<file path="config.mk">
export PLATFORM = sky130hd
export DESIGN_NAME = j_u2tx
export DESIGN_NICKNAME = d
export VERILOG_FILES = /design/src/rtl/j_uart_pkg.sv /design/src/rtl/j_uart_bitclk.sv /design/src/rtl/j_u2tx.sv
export SDC_FILE = /design/constraint.sdc
export NUM_CORES = 1
export LEC_CHECK = 0
export BUFFER_PORTS_ARGS = -buffer_cell sky130_fd_sc_hd__buf_4
export CORE_UTILIZATION = 54
export CTS_BUF_LIST = sky130_fd_sc_hd__clkbuf_4 sky130_fd_sc_hd__clkbuf_8
export CTS_CLUSTER_SIZE = 10
export DETAILED_ROUTE_END_ITERATION = 16
export PLACE_DENSITY = 0.79
export SYNTH_ARGS = -nofsm -noshare
export SYNTH_HDL_FRONTEND = slang
export SYNTH_SLANG_ARGS = --single-unit
</file>
<file path="constraint.sdc">
create_clock -name sys_clk -period 2.5 [get_ports sys_clk]
set_input_delay 0.5 -clock sys_clk [delete_from_list [all_inputs] [get_ports sys_clk]]
set_output_delay 0.5 -clock sys_clk [all_outputs]
set_load 0.01 [all_outputs]
</file>
<file path="src/rtl/j_uart_pkg.sv">
// Shared UART2 definitions: framing defaults, transmitter FSM states, parity helper.
package j_uart_pkg;

    localparam int OVERSAMPLE = 16;
    localparam int DATA_BITS  = 8;

    typedef enum logic [2:0] {
        ST_IDLE,
        ST_START,
        ST_DATA,
        ST_PARITY,
        ST_STOP
    } tx_state_e;

    // Zero-extension to 32 bits leaves the XOR reduction unchanged.
    function automatic logic par_bit(input logic [31:0] data, input logic even);
        return even ? ^data : ~^data;
    endfunction

endpackage

</file>
<file path="src/rtl/j_uart_bitclk.sv">
// Bit-time divider: counts bx16 ticks and flags the last tick of every bit.
module j_uart_bitclk #(
    parameter int OVERSAMPLE = j_uart_pkg::OVERSAMPLE
) (
    input  logic clk,
    input  logic rst,
    input  logic tick,
    input  logic en,
    input  logic clr,
    output logic bit_end
);

    localparam int            CW   = (OVERSAMPLE > 1) ? $clog2(OVERSAMPLE) : 1;
    localparam logic [CW-1:0] LAST = CW'(OVERSAMPLE - 1);

    logic [CW-1:0] cnt_q, cnt_d;

    assign bit_end = tick & en & (cnt_q == LAST);

    always_comb begin
        cnt_d = cnt_q;
        if (clr)
            cnt_d = '0;
        else if (tick & en)
            cnt_d = bit_end ? '0 : cnt_q + 1'b1;
    end

    always_ff @(posedge clk) begin
        if (rst) cnt_q <= '0;
        else     cnt_q <= cnt_d;
    end

endmodule

</file>
<file path="src/rtl/j_u2tx.sv">
// UART2 transmitter: holding register feeding a start/data/parity/stop shifter,
// paced by the 16x-baud enable from the prescaler.
module j_u2tx #(
    parameter int DATA_BITS  = j_uart_pkg::DATA_BITS,
    parameter int OVERSAMPLE = j_uart_pkg::OVERSAMPLE
) (
    input  logic                 sys_clk,
    input  logic                 reset,
    input  logic                 bx16,
    input  logic [DATA_BITS-1:0] din,
    input  logic                 u2dataw,
    input  logic                 pen,
    input  logic                 pev,
    input  logic                 txbrk,
    output logic                 txd,
    output logic                 tbe,
    output logic                 tsre,
    output logic                 txint
);

    import j_uart_pkg::*;

    localparam int            IW       = (DATA_BITS > 1) ? $clog2(DATA_BITS) : 1;
    localparam logic [IW-1:0] LAST_IDX = IW'(DATA_BITS - 1);

    tx_state_e            state_q, state_d;
    logic [DATA_BITS-1:0] thr_q, thr_d, sh_q, sh_d;
    logic [IW-1:0]        idx_q, idx_d;
    logic                 thr_full_q, thr_full_d;
    logic                 pen_q, pen_d, par_q, par_d;
    logic                 txd_q, txd_d, txint_q, txint_d;
    logic                 bit_end, xfer, level;

    // Transfer from idle waits for a tick; from STOP it chains at the stop-bit end.
    assign xfer = thr_full_q & (((state_q == ST_IDLE) & bx16) |
                                ((state_q == ST_STOP) & bit_end));

    j_uart_bitclk #(.OVERSAMPLE(OVERSAMPLE)) u_bitclk (
        .clk     (sys_clk),
        .rst     (reset),
        .tick    (bx16),
        .en      (state_q != ST_IDLE),
        .clr     (xfer),
        .bit_end (bit_end)
    );

    always_comb begin
        state_d    = state_q;
        thr_d      = thr_q;
        thr_full_d = thr_full_q;
        sh_d       = sh_q;
        idx_d      = idx_q;
        pen_d      = pen_q;
        par_d      = par_q;
        txint_d    = xfer;
        level      = 1'b1;

        // A write on the transfer cycle wins: shifter gets the old thr, thr stays full.
        if (u2dataw) begin
            thr_d      = din;
            thr_full_d = 1'b1;
        end else if (xfer) begin
            thr_full_d = 1'b0;
        end

        if (xfer) begin
            sh_d    = thr_q;
            pen_d   = pen;
            par_d   = par_bit(32'(thr_q), pev);
            idx_d   = '0;
            state_d = ST_START;
        end else if (bit_end) begin
            case (state_q)
                ST_START: begin
                    state_d = ST_DATA;
                    idx_d   = '0;
                end
                ST_DATA: begin
                    if (idx_q == LAST_IDX) state_d = pen_q ? ST_PARITY : ST_STOP;
                    else                   idx_d   = idx_q + 1'b1;
                end
                ST_PARITY: state_d = ST_STOP;
                default:   state_d = ST_IDLE;
            endcase
        end

        // txd is registered from the next state so it changes on the same edge as the FSM.
        case (state_d)
            ST_START:  level = 1'b0;
            ST_DATA:   level = sh_d[idx_d];
            ST_PARITY: level = par_d;
            default:   level = 1'b1;
        endcase
        txd_d = level & ~txbrk;
    end

    always_ff @(posedge sys_clk) begin
        if (reset) begin
            state_q    <= ST_IDLE;
            thr_q      <= '0;
            thr_full_q <= 1'b0;
            sh_q       <= '0;
            idx_q      <= '0;
            pen_q      <= 1'b0;
            par_q      <= 1'b0;
            txd_q      <= 1'b1;
            txint_q    <= 1'b0;
        end else begin
            state_q    <= state_d;
            thr_q      <= thr_d;
            thr_full_q <= thr_full_d;
            sh_q       <= sh_d;
            idx_q      <= idx_d;
            pen_q      <= pen_d;
            par_q      <= par_d;
            txd_q      <= txd_d;
            txint_q    <= txint_d;
        end
    end

    assign txd   = txd_q;
    assign tbe   = ~thr_full_q;
    assign tsre  = (state_q == ST_IDLE);
    assign txint = txint_q;

endmodule
</file>
==> results of run 1 <==
==> repair_timing <==
item / CTS / global route
setup endpoints to repair: 1 / 1
buffers inserted: 0 / 0
gates resized for setup: 1 / 5
==> layout by cell type, fill, tap and decap left out, types with 3 or more instances in the layout <==
| cell | synthesis | layout |
|---|---|---|
| a31oi_1 | 3 | 3 |
| clkbuf_4 | 0 | 5 |
| xor2_1 | 3 | 3 |
| dfxtp_1 | 31 | 30 |
| nand2_1 | 11 | 11 |
| buf_4 | 2 | 22 |
| nor2_1 | 33 | 33 |
| inv_1 | 3 | 3 |
| a21oi_1 | 9 | 9 |
| mux2i_1 | 18 | 18 |
| a211oi_1 | 3 | 3 |
| xnor2_1 | 6 | 6 |
==> metrics by stage <==
stage | util, % | setup WS, ps
2_1_floorplan | - | 146
3_3_place_gp | 62.1 | 120
5_1_grt | 66.1 | 47.1
3_5_place_dp | 62.1 | 65.1
4_1_cts | 65.3 | 36.1
6_report | 66.1 | 153
==> cell type report <==
type                       instances  area (sq um)  share of cell area [%]
clock buffer                       6          51.3                    2.84
clock inverter                     2          35.0                    1.94
inverter                           3          11.3                   0.623
multi-input combinational        127           883                    48.9
sequential                        31           622                    34.4
tap                               31          38.8                    2.15
timing repair buffer              22           165                    9.14
==> logic make-up (layout without fill, tap and decap cells) <==
logic type               after synthesis  after routing  synth area share (%)
AO/OA/AOI/OAI                         29             29                  13.5
adder cells (fa/ha/maj)                2              2                  1.61
flip-flops                            31             31                  40.0
buffers and inverters                 13             33                  5.32
XOR/XNOR                               9              9                  5.08
multiplexers                          19             19                  12.3
AND/OR/NAND/NOR                       68             68                  22.2
==> per-layer routing <==
metal / share of wire (%) / track usage [%] / vias up
li1: - / - / 647
met1: 43 / 25.3 / 604
met2: 50 / 39.9 / 29
met3: 4.3 / 7.44 / 8
met4: 2.0 / 10.0 / 0
met5: 0 / 0 / -
==> flip-flops by register name, indices dropped and copies added, names as in the netlist <==
| register | count |
|---|---|
| thr_q | 8 |
| sh_q | 8 |
| txd | 1 |
| idx_q | 3 |
| u_bitclk.cnt_q | 4 |
| par_q | 1 |
| txint | 1 |
| thr_full_q | 1 |
| state_q | 3 |
| pen_q | 1 |
==> critical path: cells and delay by family (launching register included) <==
kind	cells	cell delay, ps
simple gates	3	1330
fa+ha+maj	1	180
compound gates	3	340
flops	1	420
==> worst paths after layout <==
path,start,end,slack (ps),depth (start not counted)
worst max register to register,u_bitclk.cnt_q[1]$_SDFFE_PP0P_,txd$_SDFF_PP1_,150,7
worst min-delay path,din[4],thr_q[4]$_SDFFE_PP0P_,390,3
worst max-delay path,u_bitclk.cnt_q[1]$_SDFFE_PP0P_,txd$_SDFF_PP1_,150,7
worst min register to register,thr_full_q$_SDFFE_PP0P_,txint$_SDFF_PP0_,500,2
==> power by group <==
group          internal, mW  switching [mW]
Combinational        0.0634          0.0571
Clock                 0.236           0.181
Sequential            0.510          0.0139
Total                 0.810           0.252
==> flow_metrics.env, run 1 <==
export IMPL_status="completed"
export IMPL_dieWidth_microns=55.6
export IMPL_cts_hold_buffers=0
export IMPL_cts_sinks=31
export IMPL_layout_drive_gt1_share_pct=23.0
export IMPL_crit_type="reg2reg"
export IMPL_fillCellCount=224
export IMPL_viasPerCell=5.80
export IMPL_arrival_ps=2630
export IMPL_clk_latency_ps=340
export IMPL_synth_top_area_cell="dfxtp_1"
export IMPL_cts_tree="done"
export IMPL_rsz0062_at_grt="no"
export IMPL_syn_inst=171
export IMPL_die_h_microns=55.6
export IMPL_worst_setup_path_end_kind="register"
export IMPL_routabilityCongestion=0.870
export IMPL_total_power_mw=1.06
export IMPL_setup_viol=0
export IMPL_wl_per_cell_microns=14.1
export IMPL_yosysMostFrequentCell="nor2_1"
export IMPL_cts_max_level=2
export IMPL_hold_class="in2reg"
export IMPL_antenna_found_initial=0
export IMPL_final_cell_count_no_fill=222
export IMPL_relSlewSlack_pct=73.1
export IMPL_start_util_pct=56.8
export IMPL_synth_fp_nets=188
export IMPL_slowest_stage="or4_4"
export IMPL_worstPathMaxFanout=7
export IMPL_slew_violations=0
export IMPL_synthTopCellsByArea="dfxtp_1 (40%), mux2i_1 (12%), nor2_1 (8.0%), xnor2_1 (3.4%), a21oi_1 (2.9%)"
export IMPL_crit_chain="ha_4 -> and4_4 -> a31oi_1 -> or4_4 -> or4_1 -> a21oi_1 -> a2111o_1"
export IMPL_diodes=0
export IMPL_syn_to_final_growth_pct=16.4
export IMPL_yosysUniqueCellTypes=49
export IMPL_synth_area_sq_um=1550
export IMPL_first_pass_iters=4
export IMPL_syn_area_per_cell_sq_um=9.08
export IMPL_synth_top_cell_area_share_pct=40.0
export IMPL_period_share_pct=93.9
export IMPL_design_area_sq_um=1810
export IMPL_grt_first_pass_wirelength_mm=5.47
export IMPL_drtIter0Drc=44
export IMPL_synth_seq_cells=31
export IMPL_fin_nets=207
export IMPL_io_pins=19
export IMPL_post_place_cells=214
export IMPL_clk_path_buf_depth=2
export IMPL_first_global_vias=1274
export IMPL_leakage_nw=0.749
export IMPL_portBuffers=18
export IMPL_vias=1288
export IMPL_clock_skew_ps=17.8
export IMPL_synth_edff_count=0
export IMPL_hold_slack_ps=390
export IMPL_placed_area_sq_um=1700
export IMPL_max_freq_ghz=0.426
export IMPL_power_density_nw_per_um2=588
export IMPL_cpPeakStageDelay_ps=540
export IMPL_drt_total_wl_mm=3.14
export IMPL_numCtsBuffers=5
export IMPL_synth_seq_area_share_pct=40.0
export IMPL_grt_max_degree=25
export IMPL_postRouteAntennaNets=0
export IMPL_clkTransAtPathRegs_ps=110
export IMPL_synthTopCellsByCount="nor2_1 (33), dfxtp_1 (31), mux2i_1 (18)"
export IMPL_fin_crit_ps=2350
export IMPL_hold_viol=0
export IMPL_cp_start_kind="register"
export IMPL_root_buffer="clkbuf_4"
export IMPL_gr_usage_all_layers_pct=22.9
export IMPL_yosysWarnings=0
export IMPL_core_area_sq_um=2730
export IMPL_peakVddDrop_mv=0.586
export IMPL_placementRows=19
export IMPL_tightest_slew_ps=394
export IMPL_setup_tns_final_ps=0
export IMPL_dp_hpwl_mm=2.25
export IMPL_async_flop_share_pct=0
export IMPL_grt_overflow=0
export IMPL_yosys_most_used_dff="dfxtp_1"
export IMPL_critical_path_required_ps=2780
export IMPL_cap_violations=0
export IMPL_die_area_sq_um=3090
export IMPL_drc_errors=0
Power figures use the tool's default switching activity.
==> run 2, diff against run 1 <==
Settings changed: SETUP_SLACK_MARGIN set to 0.3.
==> run 2 against run 1 <==
Clock skew fell by 4.3 ps. Cell count rose by 2.3%. Register-to-register slack improved by 170 ps. Largest cell class unchanged. Non-clock buffer count rose by 5. Core utilization rose by 4.3 points. Worst setup slack improved by 170 ps. Cell area rose by 6.6%. First-iteration DRC count fell by 9.1%. Sequential power fell by 0.8%. Via count rose by 1.5%. Sequential share of layout area fell by 1.4 points. Power rose by 7.9%.
==> flow_metrics.env, run 2 (same netlist as run 1, synthesis figures left out) <==
export IMPL_combinationalPowerShare_pct=10.8
export IMPL_cp_start_kind="register"
export IMPL_drc_errors=0
export IMPL_root_buffer="clkbuf_4"
export IMPL_status="completed"
export IMPL_start_util_pct=56.8
export IMPL_placed_area_sq_um=1710
export IMPL_m1WireLength_mm=1.41
export IMPL_routabilityCongestion=0.923
export IMPL_fin_nets=212
export IMPL_final_cell_count_no_fill=227
export IMPL_cpPeakStageDelay_ps=420
export IMPL_first_pass_iters=4
export IMPL_hold_class="in2reg"
export IMPL_power_density_nw_per_um2=595
export IMPL_hold_viol=0
export IMPL_drt_total_wl_mm=3.30
export IMPL_clk_latency_ps=340
export IMPL_layout_common_cells="nor2_1 (33), buf_4 (27), dfxtp_1 (25)"
export IMPL_vias=1307
export IMPL_post_place_cells=213
export IMPL_gr_usage_all_layers_pct=23.4
export IMPL_slew_violations=0
export IMPL_slowest_stage="a221o_1"
export IMPL_first_global_vias=1243
export IMPL_cts_hold_buffers=0
export IMPL_cts_sinks=31
export IMPL_worst_setup_path_end_kind="register"
export IMPL_dieWidth_microns=55.6
export IMPL_diodes=0
export IMPL_clock_skew_ps=13.5
export IMPL_final_common_cell="nor2_1"
export IMPL_syn_to_final_growth_pct=24.0
export IMPL_dp_hpwl_mm=2.18
export IMPL_die_h_microns=55.6
export IMPL_relSlewSlack_pct=69.1
export IMPL_fin_crit_ps=2180
export IMPL_tightest_slew_ps=461
export IMPL_critical_path_required_ps=2740
export IMPL_io_pins=19
export IMPL_cap_violations=0
export IMPL_crit_type="reg2reg"
export IMPL_setup_slack_ps=322
export IMPL_arrival_ps=2420
export IMPL_cts_tree="done"
export IMPL_reg2reg_to="txd$_SDFF_PP1_"
export IMPL_period_share_pct=87.1
export IMPL_setup_viol=0
export IMPL_placementRows=19
export IMPL_clkTransAtPathRegs_ps=110
export IMPL_route_met3_wl_microns=167
export IMPL_met2WireLength_mm=1.65
export IMPL_wl_per_cell_microns=14.5
export IMPL_max_freq_ghz=0.459
export IMPL_core_area_sq_um=2730
export IMPL_grt_max_degree=25
export IMPL_drtIter0Drc=40
export IMPL_setup_tns_final_ps=0
export IMPL_final_core_util_pct=70.4
export IMPL_intPower_mw=0.883
export IMPL_grt_overflow=0
export IMPL_clockPowerShare_pct=43.8
export IMPL_antenna_found_initial=0
export IMPL_rsz0062_at_grt="yes"
export IMPL_leakage_nw=0.789
export IMPL_p_sw_mw=0.262
export IMPL_r2r_worst_path_cells=7
export IMPL_cts_max_level=2
export IMPL_grt_first_pass_wirelength_mm=5.63
export IMPL_viasPerCell=5.76
export IMPL_r2r_setup_slack_ps=320
export IMPL_timing_rr_start="u_bitclk.cnt_q[0]$_SDFFE_PP0P_"
export IMPL_worstPathMaxFanout=6
export IMPL_switching_share_pct=22.9
export IMPL_seqPwrFrac_pct=45.4
export IMPL_die_area_sq_um=3090
export IMPL_design_area_sq_um=1930
export IMPL_maxUsedRoutingLayer="met4"
export IMPL_clk_path_buf_depth=2
export IMPL_reg_top3="sh_q (8), thr_q (8), u_bitclk.cnt_q (4)"
export IMPL_dp_slack_ps=83.6
export IMPL_postRouteAntennaNets=0
export IMPL_crit_chain="ha_4 -> and4_4 -> o211ai_1 -> a221o_1 -> a2111oi_4 -> a211oi_2 -> a2111o_1"
export IMPL_cp_startpoint="u_bitclk.cnt_q[0]$_SDFFE_PP0P_"
export IMPL_numCtsBuffers=5
export IMPL_crit_end="txd$_SDFF_PP1_"
export IMPL_peakVddDrop_mv=0.534
export IMPL_portBuffers=18
export IMPL_layout_drive_gt1_share_pct=30.1
## run 2: cell count changes in the layout (fill, tap and decap cells not counted), sizes merged
cell      change
clkbuf        -1
bufinv        +1
clkinvlp      +1
clkinv        -1
buf           +5
## run 2: layout make-up
class,instances,area [sq um]
sequential,31,636
clock inverter,3,67.6
fill,197,808
tap,31,38.8
clock buffer,5,37.5
multi-input combinational,127,932
timing repair buffer,27,203
inverter,3,11.3
## run 2: metrics by stage
step | total power, mW | hold slack (ps)
finish | 1.15 | 384
floorplan | 0.615 | 460
detailed placement | 0.654 | 480
global placement | 0.651 | 479
global route | 1.19 | 367
CTS | 1.15 | 380
## run 2: power by group through the flow
stage	sequential [mW]	combinational, mW	clock, mW
2_1_floorplan	0.532	0.0828	0
3_3_place_gp	0.534	0.117	0
3_5_place_dp	0.535	0.120	0
4_1_cts	0.521	0.123	0.509
5_1_grt	0.523	0.137	0.534
6_report	0.520	0.123	0.502
## run 2: worst max-delay path, delay by kind of cell (launching register included)
family,cells,cell delay (ps)
AOI/OAI and AO/OA,5,1280
and+or+nand+nor,1,270
adders and majority gates,1,160
DFF,1,370
## run 2: how the worst min path moves through the flow
stage                            startpoint               endpoint  cells after the start
floorplan                sh_q[3]$_SDFF_PP0_     sh_q[3]$_SDFF_PP0_                      2
global placement    thr_full_q$_SDFFE_PP0P_       txint$_SDFF_PP0_                      2
detailed placement       sh_q[7]$_SDFF_PP0_     sh_q[7]$_SDFF_PP0_                      2
CTS                                  din[3]  thr_q[3]$_SDFFE_PP0P_                      3
global route                         din[3]  thr_q[3]$_SDFFE_PP0P_                      3
finish                               din[3]  thr_q[3]$_SDFFE_PP0P_                      3
## run 2: per-layer routing
layer  global-route usage (%)  vias to the layer above
met3                     6.51                        8
met1                     29.5                      608
met4                     12.5                        0
met2                     36.3                       32
met5                        0                        -
li1                         -                      659
## run 2: what timing repair did
action,in CTS,in global routing
hold endpoints to repair,0,0
endpoints found under the setup margin,1,1
cloned,0,0
pin swaps,4,4
setup buffers,3,3
resized for setup,9,7
